**src/rtl/fetch_queue_if.sv**
```systemverilog
// fetch_queue_if: instruction-memory, redirect and decode handshake bundle for fetch_queue (master = fetch side, slave = memory/decode side)
interface fetch_queue_if;
  logic        imem_req;
  logic [15:0] imem_addr;
  logic        imem_ack;
  logic [15:0] imem_data;
  logic        redirect;
  logic [15:0] redirect_pc;
  logic        instr_valid;
  logic [15:0] instr;
  logic [15:0] instr_pc_inc;
  logic        instr_ready;
  logic        halted;
  modport master (
    output imem_req, imem_addr, instr_valid, instr, instr_pc_inc, halted,
    input  imem_ack, imem_data, redirect, redirect_pc, instr_ready
  );
  modport slave (
    input  imem_req, imem_addr, instr_valid, instr, instr_pc_inc, halted,
    output imem_ack, imem_data, redirect, redirect_pc, instr_ready
  );
endinterface

```
**src/rtl/fetch_queue.sv**
```systemverilog
// fetch_queue: 2-entry instruction fetch queue; ports clk, rst (async, active-high), bus (fetch_queue_if.master); define FETCH_HALT_DETECT_EN to stop fetch after a HALT word
module fetch_queue #(
  parameter logic [15:0] RESET_PC = 16'h0000
) (
  input logic          clk,
  input logic          rst,
  fetch_queue_if.master bus
);
  typedef enum logic [1:0] {RUN, DISCARD, HALTED} state_t;
  state_t      state, state_n;
  logic [15:0] pc, held_addr, pc_inc;
  logic [31:0] ent [2];
  logic        rd;
  logic [1:0]  count;
  logic        push, pop, is_halt;
  assign pc_inc = pc + 16'd2;
  // a request raised in RUN cannot be withdrawn: count only grows on ack, and redirect moves to DISCARD
  assign bus.imem_req = ~rst & ((state == DISCARD) | ((state == RUN) & (count != 2'd2)));
  assign bus.imem_addr = (state == DISCARD) ? held_addr : pc;
  assign bus.instr_valid = count != 2'd0;
  assign {bus.instr, bus.instr_pc_inc} = ent[rd];
  assign push = (state == RUN) & bus.imem_req & bus.imem_ack & ~bus.redirect;
  assign pop = bus.instr_valid & bus.instr_ready & ~bus.redirect;
`ifdef FETCH_HALT_DETECT_EN
  assign is_halt = bus.imem_data[15:11] == 5'b00000;
  assign bus.halted = state == HALTED;
`else
  assign is_halt = 1'b0;
  assign bus.halted = 1'b0;
`endif
  always_ff @(posedge clk or posedge rst)
    if (rst) state <= RUN;
    else state <= state_n;
  always_comb begin
    state_n = state;
    case (state)
      RUN:     state_n = bus.redirect ? ((bus.imem_req & ~bus.imem_ack) ? DISCARD : RUN)
                                      : ((push & is_halt) ? HALTED : RUN);
      DISCARD: state_n = bus.imem_ack ? RUN : DISCARD;
      HALTED:  state_n = bus.redirect ? RUN : HALTED;
      default: state_n = RUN;
    endcase
  end
  always_ff @(posedge clk or posedge rst)
    if (rst) begin
      pc        <= RESET_PC;
      held_addr <= RESET_PC;
      count     <= 2'd0;
      rd        <= 1'b0;
      ent[0]    <= 32'd0;
      ent[1]    <= 32'd0;
    end else begin
      pc <= bus.redirect ? bus.redirect_pc : (push ? pc_inc : pc);
      // the address of a request abandoned by redirect must stay on the bus until its ack
      if (state == RUN) held_addr <= pc;
      count <= bus.redirect ? 2'd0 : count + {1'b0, push} - {1'b0, pop};
      // push never happens at count 2, so the tail slot is rd + count[0]
      if (push) ent[rd ^ count[0]] <= {bus.imem_data, pc_inc};
      if (pop) rd <= ~rd;
    end
endmodule

```
**src/flat_wrapper.sv**
```systemverilog
// flat-port wrapper written by rule: the top's interface ports become plain ports
module fetch_queue_flat 
#(
  parameter logic [15:0] RESET_PC = 16'h0000
)
  (clk, rst, bus_imem_req, bus_imem_addr, bus_instr_valid, bus_instr, bus_instr_pc_inc, bus_halted, bus_imem_ack, bus_imem_data, bus_redirect, bus_redirect_pc, bus_instr_ready);
  fetch_queue_if bus_i ();
  input logic clk;
  input logic rst;
  output wire logic [$bits(bus_i.imem_req)-1:0] bus_imem_req;
  output wire logic [$bits(bus_i.imem_addr)-1:0] bus_imem_addr;
  output wire logic [$bits(bus_i.instr_valid)-1:0] bus_instr_valid;
  output wire logic [$bits(bus_i.instr)-1:0] bus_instr;
  output wire logic [$bits(bus_i.instr_pc_inc)-1:0] bus_instr_pc_inc;
  output wire logic [$bits(bus_i.halted)-1:0] bus_halted;
  input wire logic [$bits(bus_i.imem_ack)-1:0] bus_imem_ack;
  input wire logic [$bits(bus_i.imem_data)-1:0] bus_imem_data;
  input wire logic [$bits(bus_i.redirect)-1:0] bus_redirect;
  input wire logic [$bits(bus_i.redirect_pc)-1:0] bus_redirect_pc;
  input wire logic [$bits(bus_i.instr_ready)-1:0] bus_instr_ready;
  assign bus_imem_req = bus_i.imem_req;
  assign bus_imem_addr = bus_i.imem_addr;
  assign bus_instr_valid = bus_i.instr_valid;
  assign bus_instr = bus_i.instr;
  assign bus_instr_pc_inc = bus_i.instr_pc_inc;
  assign bus_halted = bus_i.halted;
  assign bus_i.imem_ack = bus_imem_ack;
  assign bus_i.imem_data = bus_imem_data;
  assign bus_i.redirect = bus_redirect;
  assign bus_i.redirect_pc = bus_redirect_pc;
  assign bus_i.instr_ready = bus_instr_ready;
  fetch_queue #(.RESET_PC(RESET_PC)) u_core (.clk(clk), .rst(rst), .bus(bus_i));
endmodule
```
**config.mk**
```make
export PLATFORM = sky130hd
export DESIGN_NAME = fetch_queue_flat
export DESIGN_NICKNAME = d
export VERILOG_FILES = /design/src/rtl/fetch_queue_if.sv /design/src/rtl/fetch_queue.sv /design/src/flat_wrapper.sv
export SDC_FILE = /design/constraint.sdc
export NUM_CORES = 1
export LEC_CHECK = 0
export ABC_AREA = 1
export BUFFER_PORTS_ARGS = -buffer_cell sky130_fd_sc_hd__buf_2
export CORE_ASPECT_RATIO = 0.9
export CORE_UTILIZATION = 55
export CTS_BUF_LIST = sky130_fd_sc_hd__clkbuf_2
export DETAILED_ROUTE_END_ITERATION = 16
export GPL_ROUTABILITY_DRIVEN = 1
export PLACE_DENSITY_LB_ADDON = 0.12
export SLEW_MARGIN = 0
export SYNTH_ARGS = -nofsm -noshare
export SYNTH_HDL_FRONTEND = slang
export SYNTH_SLANG_ARGS = --single-unit
```
**constraint.sdc**
```tcl
create_clock -name clk -period 4 [get_ports clk]
set_clock_uncertainty 0.05 [all_clocks]
set_input_delay 0.6 -clock clk [delete_from_list [all_inputs] [get_ports clk]]
set_output_delay 0.6 -clock clk [all_outputs]
set_load 0.03 [all_outputs]
```
==> results of run 1 <==
-- stage by stage --
stage	total power, mW	hold slack, ps
finish	3.72	184
global route	4.00	108
CTS	3.75	133
detailed placement	3.30	416
global placement	3.24	413
floorplan	2.84	399
-- per-layer routing --
| layer | track usage | part of all wire |
|---|---|---|
| met5 | 0 | 0 |
| met1 | 0.365 | 0.48 |
| met4 | 0.0595 | 0.014 |
| met3 | 0.0541 | 0.053 |
| met2 | 0.379 | 0.45 |
-- how the worst min path moves through the flow --
stage                          end  slack (ps)  cells past startpoint
global placement    u_core.ent[10]         410                      2
finish              u_core.ent[58]         180                      3
CTS                  u_core.pc[12]         130                      3
floorplan           u_core.ent[10]         400                      2
global route          u_core.pc[0]         110                      3
detailed placement  u_core.ent[14]         420                      2
-- flip-flops by register name (all words and copies together) (netlist names) --
| register | cells |
|---|---|
| u_core.pc | 16 |
| u_core.count | 2 |
| u_core.held_addr | 16 |
| u_core.state | 2 |
| u_core.rd | 1 |
| u_core.ent | 64 |
-- power by group through the flow --
stage	Sequential (mW)	Clock (mW)	Combinational, mW
global placement	1.62	0	1.61
global route	1.67	0.503	1.83
finish	1.62	0.450	1.65
detailed placement	1.64	0	1.65
floorplan	1.55	0	1.29
CTS	1.62	0.468	1.66
-- cells by family after synthesis --
family                   count (synthesis)
AO/OA/AOI/OAI                           86
XOR/XNOR                                 9
adder cells (fa/ha/maj)                  3
buffers and inverters                   98
flip-flops                             101
other                                    1
AND/OR/NAND/NOR                        362
-- worst max-delay path, delay by kind of cell (launching register included) --
family	cells	cell delay, ps
flops	1	480
buf+inv	2	320
simple gates	1	560
compound gates	1	420
-- cell usage in the layout, fill, tap and decap left out --
| cell type | instances |
|---|---|
| nand4_4 | 1 |
| nand2_2 | 2 |
| inv_8 | 1 |
| inv_2 | 8 |
| inv_1 | 53 |
| xnor2_1 | 2 |
| nor2_2 | 1 |
| dfrtp_1 | 101 |
| nand2_1 | 301 |
| nor3_1 | 1 |
| xor2_1 | 7 |
| o21ai_0 | 2 |
| conb_1 | 1 |
| nor3_2 | 2 |
| buf_2 | 86 |
| buf_4 | 4 |
| inv_6 | 1 |
| o21ai_1 | 82 |
| nand3b_1 | 2 |
| a21oi_1 | 2 |
| clkinv_2 | 1 |
| ha_1 | 3 |
| clkinvlp_4 | 2 |
| clkbuf_2 | 9 |
| nand3_1 | 29 |
| clkinv_1 | 2 |
| inv_4 | 1 |
| nor2_8 | 1 |
| nor2_1 | 18 |
| clkinv_4 | 2 |
| nand4_1 | 4 |
-- layout make-up --
type	count	area [um^2]	share of cell area
clock buffers	9	45.0	0.00819
clock inverters	7	57.6	0.0105
inverters	64	243	0.0441
multi-input cells	461	2020	0.367
flip-flops and latches	101	2530	0.460
well taps	119	149	0.0271
repair buffers	90	460	0.0837
==> key figures, run 1 <==
Die
  • Core ar.: around 8700 um^2
  • Die height: between 90 and 100 um
  • Die footprint: between 9000 and 10000 um^2
  • I/O Pins: around 90
  • Initial Util: 0.573
  • Cell Rows: 32
  • Die X: 102 um

Logic synthesis
  • Simple-gate area share of the yosys netlist: 0.294
  • Synthesized Nets: 700
  • Most numerous cell in the Yosys netlist: nand2_1
  • Area share of the largest cell type after synthesis: 0.508
  • Synthesized cell area: about 5000 um^2
  • Yosys top cell by area: dfrtp_1
  • Synth Area in Adders: 0.00754
  • Yosys warns: 0
  • Top post-synthesis cells by count: 303 x nand2_1, 101 x dfrtp_1, 82 x o21ai_1
  • Cell count after synthesis: between 600 and 700
  • Syn_area_per_cell: 7.54 um^2
  • Post-synthesis mux area share: 0
  • Top cells by area, synth: dfrtp_1 51%, nand2_1 23%, o21ai_1 8.2%, inv_1 4.1%, nand3_1 2.9%
  • Compound-Gate Fraction of Synth Area: 0.0865
  • Number of synthesized register bits: 101
  • Main combinational cell family by area after synthesis: simple AND/OR/NAND/NOR gates
  • Synth unique cells: 26
  • Sequential cell area fraction in the yosys report: 0.508
  • Most used DFF post-synth: dfrtp_1
  • Xor/xnor share of the synthesized area: 0.0158
  • Post-synth EDFFs: 0
  • FFs w/ async S/R, synth: 1.00

Setup path
  • CP max stage delay: 560 ps
  • Reg-to-reg endpoint: u_core.ent[26]
  • Reg2reg setup slack: 1530 ps
  • CP Capture Type: primary output
  • Crit path arrival time: ~2300 ps
  • Startpoint Class: flip-flop
  • Crit Path Category: reg -> out
  • Required @ worst endpoint: 3350 ps
  • R2R cell count: 5
  • Worst setup path startpoint: u_core.state[1]
  • Critical path cell sequence: inv_2 > nand2_1 > o21ai_1 > buf_2
  • Crit path max-delay cell type: nand2_1
  • FF-to-FF Start: u_core.state[1]
  • CP Capture Point: bus_imem_addr[15]
  • Critical path peak fanout: 33

Hold path
  • Hold Path Class: in -> reg
  • Hold path start: bus_imem_data[10]

Route
  • Via density: approximately 5
  • Total wire length: about 11000 um
  • Drt initial violations: 275
  • Drt wl/cell: between 10 and 15 um
  • Drt first pass iters: 5
  • Antenna Nets Post-Route: 0
  • Vias: 4300
  • DRC: 0

Timing
  • Final hold viol count: 0
  • Final period util: 0.747
  • Slew @ Worst Pin: between 1000 and 1500 ps
  • Final TNS setup: 0 ps
  • Minimum clock period: 2990 ps
  • Final setup viols: 0
  • Max Slew Vio Count: 0
  • RSZ-0062 raised after global routing: no
  • Slew headroom: 0.304
  • Highest Clock Rate: 0.335 GHz
  • Worst setup margin: around 1000 ps

Clocking
  • H-tree depth: 3
  • Post-CTS resize count: 0
  • CTS Hold Bufs: 0
  • CTS tree: yes
  • CTS root buf: clkbuf_2
  • Worst skew pair latency: roughly 550 ps
  • CTS sink count: around 100
  • Clk buf depth: 2
  • Cts bufs inserted: 9
  • Setup Fix Bufs, Post-CTS: 0
  • Clk pin slew, worst setup/hold paths: between 200 and 300 ps

Run status
  • Outcome: finished, final reports clean

Cells and area
  • Design area: about 5500 um^2
  • Fillers: ~820
  • Final net count: between 700 and 800
  • Final std cells w/o fill: between 800 and 900
  • N_diodes: 0
  • Final Util: 0.633
  • Area grow syn2layout: 10.5%
  • Share of layout cells above drive strength 1: 0.167

Pwr
  • Clk pwr share: 0.121
  • Comb pwr share: 0.443
  • P per Cell Area: 676 nW/um^2
  • Seq pwr share: 0.436
  • Int Pwr: between 1.5 and 2 mW
  • Max VDD drop: 0.467 mV
  • Switching part of the total: 0.471
  • Pleak: ~3.1 nW
  • Net Sw Power: roughly 1.8 mW

Global routing
  • Vias in the first global route: between 3000 and 4000
  • Total global-route track usage: 0.250
  • Initial antenna violation count: 0
  • Global-route wire length before repair: between 15000 and 20000 um
  • Largest net degree at the start of global routing: a little over 80
  • GRT overflow: 0

Placed design
  • Placed Cells incl. Taps: 835
  • Routability congestion estimate: 0.863
  • Post-Place Cell Area: 5400 um^2
  • DP HPWL: between 7000 and 8000 um
  • Worst slack, placed: approximately 1300 ps
  • PortBufs: 86

Run
  • Max cap viols: 0
(Power assumes the default switching activity.)
==> run 2, diff against run 1 <==
Settings changed: ABC_AREA 1 to 0, CORE_UTILIZATION 55 to 52.
Clock period 4 ns to 2.7 ns, I/O delays scaled along.
==> run 2 against run 1 <==
Effect of this change: wire length shrank 9.0%; highest routed layer unchanged; hold slack lost 140 ps; global-route usage shrank 3.8 points; synthesized area grew 0.50%; cell count shrank 27%; combinational power grew 58%; critical path depth is the same; non-clock buffer count grew 29; register-to-register slack lost 1100 ps.
==> key figures, run 2 <==
Logic synthesis
  • Synth unique cells: between 40 and 50
  • Yosys top cell by area: dfrtp_1
  • Top cells by area, synth: dfrtp_1 51%, mux2_2 26%, xnor2_1 2.1%, xor2_1 1.8%, o21ai_0 1.7%
  • Most used DFF post-synth: dfrtp_1
  • Yosys warns: 0
  • Sequential cell area fraction in the yosys report: 0.505
  • Cell count after synthesis: 392
  • Number of synthesized register bits: a little over 100
  • Syn_area_per_cell: ~13 um^2
  • Most numerous cell in the Yosys netlist: mux2_2
  • Synthesized Nets: between 400 and 500
  • FFs w/ async S/R, synth: 1.00
  • Synthesized cell area: between 5000 and 6000 um^2
  • Area share of the largest cell type after synthesis: 0.505
  • Top post-synthesis cells by count: 116 x mux2_2, 101 x dfrtp_1, 22 x nand2_1
  • Post-synth EDFFs: 0

Setup path
  • CP Capture Type: primary output
  • Critical path cell sequence: nand2b_1 > buf_12 > mux2_2 > buf_2
  • Required @ worst endpoint: 2250 ps
  • Reg2reg setup slack: about 470 ps
  • CP max stage delay: around 520 ps
  • Crit path arrival time: 2100 ps
  • Worst Path Buf+Inv: 2
  • CP top delay family: flip-flops
  • Startpoint Class: flip-flop
  • Reg-to-reg endpoint: u_core.ent[55]
  • Crit path max-delay cell type: dfrtp_1
  • Crit Path Category: reg -> out
  • FF-to-FF Start: u_core.count[0]
  • Critical path peak fanout: 14
  • R2R cell count: 3

Pwr
  • PnR Total Power: roughly 5.6 mW
  • Pleak: around 2.6 nW
  • P per Cell Area: 958 nW/um^2
  • Max VDD drop: about 0.6 mV

Placed design
  • DP HPWL: between 6000 and 7000 um
  • Post-Place Cell Area: approximately 5500 um^2
  • PortBufs: 86
  • Placed Cells incl. Taps: slightly below 600
  • Routability congestion estimate: 0.764

Global routing
  • Global-route wire length before repair: 16500 um
  • Largest net degree at the start of global routing: roughly 100
  • Total global-route track usage: 0.212
  • GRT overflow: 0
  • Initial antenna violation count: 0
  • Vias in the first global route: approximately 3400

Clocking
  • Setup Fix Bufs, Post-CTS: 0
  • Worst skew pair latency: around 540 ps
  • CTS tree: yes
  • Cts bufs inserted: 9
  • CTS root buf: clkbuf_2
  • CTS sink count: approximately 100
  • Clk pin slew, worst setup/hold paths: between 200 and 300 ps
  • H-tree depth: 3
  • Clk buf depth: 2

Cells and area
  • Leading cell type in the layout, fill and taps excluded: mux2_2
  • Design area: 5820 um^2
  • Final net count: 532
  • Top Registers: u_core.ent x64, u_core.held_addr x16, u_core.pc x16
  • Share of layout cells above drive strength 1: 0.471
  • Final std cells w/o fill: approximately 620
  • Largest register by flop count: u_core.ent
  • N_diodes: 0
  • Most frequent cells in the layout: 116 x mux2_2, 101 x dfrtp_1, 86 x buf_2, 24 x dlygate4sd3_1, 22 x nand2_1
  • Area grow syn2layout: 16.2%
  • Fillers: 740
  • Max FFs per register: between 60 and 70

Route
  • Antenna Nets Post-Route: 0
  • Drt first pass iters: 4
  • Drt initial violations: about 110
  • Vias: 3327
  • Total wire length: 9890 um
  • Via density: roughly 5.4
  • DRC: 0
  • Drt wl/cell: between 15 and 20 um

Run status
  • Outcome: finished, final reports clean

Timing
  • Final hold slack: roughly 47 ps
  • Max Slew Vio Count: 0
  • Slew headroom: 0.552
  • Final hold viol count: 0
  • Slew @ Worst Pin: between 600 and 700 ps
  • Highest Clock Rate: a little under 0.4 GHz
  • Final period util: 0.947
  • Final TNS setup: 0 ps
  • RSZ-0062 raised after global routing: no
  • Final setup viols: 0
  • Minimum clock period: about 2600 ps

Die
  • Initial Util: 0.543
  • Die height: approximately 95 um
  • Core ar.: between 9000 and 10000 um^2
  • Die footprint: around 10000 um^2
  • Die X: between 100 and 150 um
  • I/O Pins: 88
  • Cell Rows: 33

Hold path
  • Hold depth: 2
  • Hold Path Class: in -> reg
  • Hold EP: u_core.ent[24]
  • Hold path start: bus_imem_data[8]

Run
  • Max cap viols: 0
-- run 2: worst max path at each step --
stage                    startpoint              endpoint  slack, ps  depth (start not counted)
floorplan           u_core.count[0]       u_core.count[0]        830                          6
global placement                rst        u_core.ent[15]        480                          4
detailed placement              rst        u_core.ent[55]        440                          4
CTS                       u_core.rd  bus_instr_pc_inc[13]         50                          3
global route        u_core.state[1]      bus_imem_addr[8]         20                          4
finish              u_core.state[1]     bus_imem_addr[14]        140                          4
-- run 2: layout make-up --
type,instances,area [um^2],share of cell area
clock buffer,9,45.0,0.00775
clock inverter,7,41.3,0.00710
inverter,4,18.8,0.00323
multi-input combinational,257,2260,0.389
sequential,101,2530,0.435
tap,122,153,0.0262
timing repair buffer,119,767,0.132
-- run 2: where the power goes --
group	internal, mW	switching, mW
combinational	1.12	1.49
sequential	2.05	0.306
clock	0.115	0.494
total	3.29	2.29
-- run 2: per-layer routing --
layer	vias to the layer above	part of all wire	track usage
li1	1600	-	-
met1	1666	0.45	0.270
met2	53	0.51	0.376
met3	8	0.029	0.0369
met4	0	0.0094	0.0575
met5	-	0	0
-- run 2: what timing repair did --
item	4_1_cts	5_1_grt
hold buffers	19	5
hold endpoints to repair	125	8
resized for setup	0	1
setup endpoints to repair	0	1
-- run 2: logic make-up after synthesis --
family          count (synthesis)  synth area share
compound gates                 33            0.0395
other cells                     1          0.000749
xor+xnor                       22            0.0385
fa+ha+maj                       3           0.00750
simple gates                   78            0.0963
buf+inv                        34            0.0425
flops                         101             0.505
mux                           120             0.270
-- run 2: per-stage QoR --
stage | setup slack [ps] | util
global placement | 480 | 0.596
detailed placement | 436 | 0.596
finish | 143 | 0.632
floorplan | 831 | -
CTS | 53.2 | 0.626
global route | 23.5 | 0.632
==> run 3, diff against run 2 <==
Settings changed: CORE_UTILIZATION 52 to 51, CTS_BUF_LIST sky130_fd_sc_hd__clkbuf_2 to not set.
==> run 3 against run 2 <==
Effect of this change: core utilization down 2.3 points; first-iteration DRC count shrank 17%; power rose by 5.4%; cell count down 3.2%; cell area shrank 2.3%; clock power grew 55%; count of clock-buffer cells in the layout rose by 2; hold slack improved by 110 ps; via count is 2.2% lower; register-to-register slack better by 150 ps; global-route usage decreased by 0.64 points; critical endpoint is now bus_instr_pc_inc[8]; die area is 1.9% higher.
==> key figures, run 3 (same netlist as run 2, synthesis figures left out) <==
Clocking
  • CTS root buf: clkbuf_8
  • CTS Hold Bufs: 0
  • Post-CTS resize count: 0
  • CTS sink count: 101
  • Worst skew pair latency: between 300 and 400 ps
  • Cts bufs inserted: 9
  • Setup Fix Bufs, Post-CTS: 0
  • CTS tree: yes
  • Clk buf depth: 2
  • H-tree depth: 3
  • Clk pin slew, worst setup/hold paths: roughly 90 ps

Timing
  • Final setup viols: 0
  • Final period util: 0.900
  • Minimum clock period: ~2400 ps
  • Final hold viol count: 0
  • Slew @ Worst Pin: roughly 850 ps
  • Worst setup margin: 269 ps
  • Final TNS setup: 0 ps
  • RSZ-0062 raised after global routing: no
  • Slew headroom: 0.433
  • Max Slew Vio Count: 0
  • Highest Clock Rate: roughly 0.41 GHz

Placed design
  • PortBufs: 86
  • Worst slack, placed: approximately 600 ps
  • Routability congestion estimate: 0.721
  • Placed Cells incl. Taps: around 600
  • DP HPWL: approximately 7000 um

Route
  • Total wire length: between 9000 and 10000 um
  • Drt initial violations: 90
  • DRC: 0
  • Drt first pass iters: 4
  • Drt wl/cell: approximately 16 um
  • Vias: between 3000 and 4000
  • Antenna Nets Post-Route: 0
  • Via density: around 5.4

Cells and area
  • Leading cell type in the layout, fill and taps excluded: mux2_2
  • Largest register by flop count: u_core.ent
  • N_diodes: 0
  • Final Util: 0.609
  • Most frequent cells in the layout: 116 x mux2_2, 101 x dfrtp_1, 86 x buf_2, 22 x nand2_1, 17 x o21ai_0
  • Max FFs per register: 64
  • Share of layout cells above drive strength 1: 0.499
  • Final std cells w/o fill: 599
  • Area grow syn2layout: 13.6%
  • Top Registers: u_core.ent x64, u_core.held_addr x16, u_core.pc x16
  • Final net count: around 510

Setup path
  • R2R cell count: 4
  • Worst Path Buf+Inv: 2
  • CP max stage delay: between 600 and 700 ps
  • CP Capture Type: primary output
  • Crit Path Category: reg -> out
  • FF-to-FF Start: u_core.count[0]
  • Critical path cell sequence: buf_4 > mux2_2 > buf_2
  • Crit path arrival time: 1980 ps
  • CP Capture Point: bus_instr_pc_inc[8]
  • Required @ worst endpoint: between 2000 and 2500 ps
  • CP top delay family: flip-flops
  • Startpoint Class: flip-flop
  • Reg-to-reg endpoint: u_core.pc[12]
  • Critical path depth: 3
  • Crit path max-delay cell type: dfrtp_1
  • Critical path peak fanout: 25
  • Worst setup path startpoint: u_core.rd
  • Reg2reg setup slack: around 620 ps

Global routing
  • Largest net degree at the start of global routing: 39
  • Vias in the first global route: 3305
  • GRT overflow: 0
  • Global-route wire length before repair: roughly 16000 um
  • Total global-route track usage: 0.205
  • Initial antenna violation count: 0

Pwr
  • Max VDD drop: roughly 0.63 mV
  • Pleak: 2.57 nW
  • P per Cell Area: around 1000 nW/um^2
  • PnR Total Power: roughly 5.9 mW

Die
  • Initial Util: 0.536
  • Die height: between 90 and 100 um
  • Core ar.: ~9300 um^2
  • Die X: 106 um
  • Die footprint: about 10000 um^2
  • Cell Rows: 33
  • I/O Pins: between 80 and 90

Run status
  • Outcome: finished, final reports clean

Run
  • Max cap viols: 0

Hold path
  • Hold Path Class: in -> reg
==> run 3: how the worst min path moves through the flow <==
stage	start	endpoint	depth (start not counted)
2_1_floorplan	u_core.ent[12]	u_core.ent[12]	2
3_3_place_gp	u_core.ent[36]	u_core.ent[36]	2
3_5_place_dp	u_core.ent[1]	u_core.ent[1]	2
4_1_cts	bus_imem_ack	u_core.state[0]	2
5_1_grt	bus_imem_ack	u_core.state[0]	2
6_report	bus_imem_ack	u_core.state[0]	2
==> run 3: power breakdown <==
group	leakage [nW]	internal, mW	switching, mW
registers	1.22	2.06	0.335
logic	1.26	1.09	1.44
clock network	0.0939	0.433	0.511
==> run 3: through the flow <==
| stage | instance area (um^2) | hold slack [ps] |
|---|---|---|
| after floorplan | 5010 | 394 |
| after global placement | 5490 | 408 |
| after detailed placement | 5490 | 421 |
| after CTS | 5680 | 139 |
| after global routing | 5680 | 134 |
| final | 5680 | 154 |
==> run 3: final cells by class <==
type | count | area, um^2
clock buffers | 11 | 131
repair buffers | 99 | 528
flip-flops and latches | 101 | 2530
fillers | 803 | 3650
clock inverters | 5 | 60.1
inverters | 4 | 18.8
multi-input cells | 257 | 2260
well taps | 122 | 153
==> run 3: per-layer routing <==
metal  GRT usage  vias up  wire length (um)
met1       0.266     1625              4430
met5           0        -                 0
met3      0.0487       10               411
met2       0.355       64              4830
met4      0.0428        0                77
li1            -     1554                 -
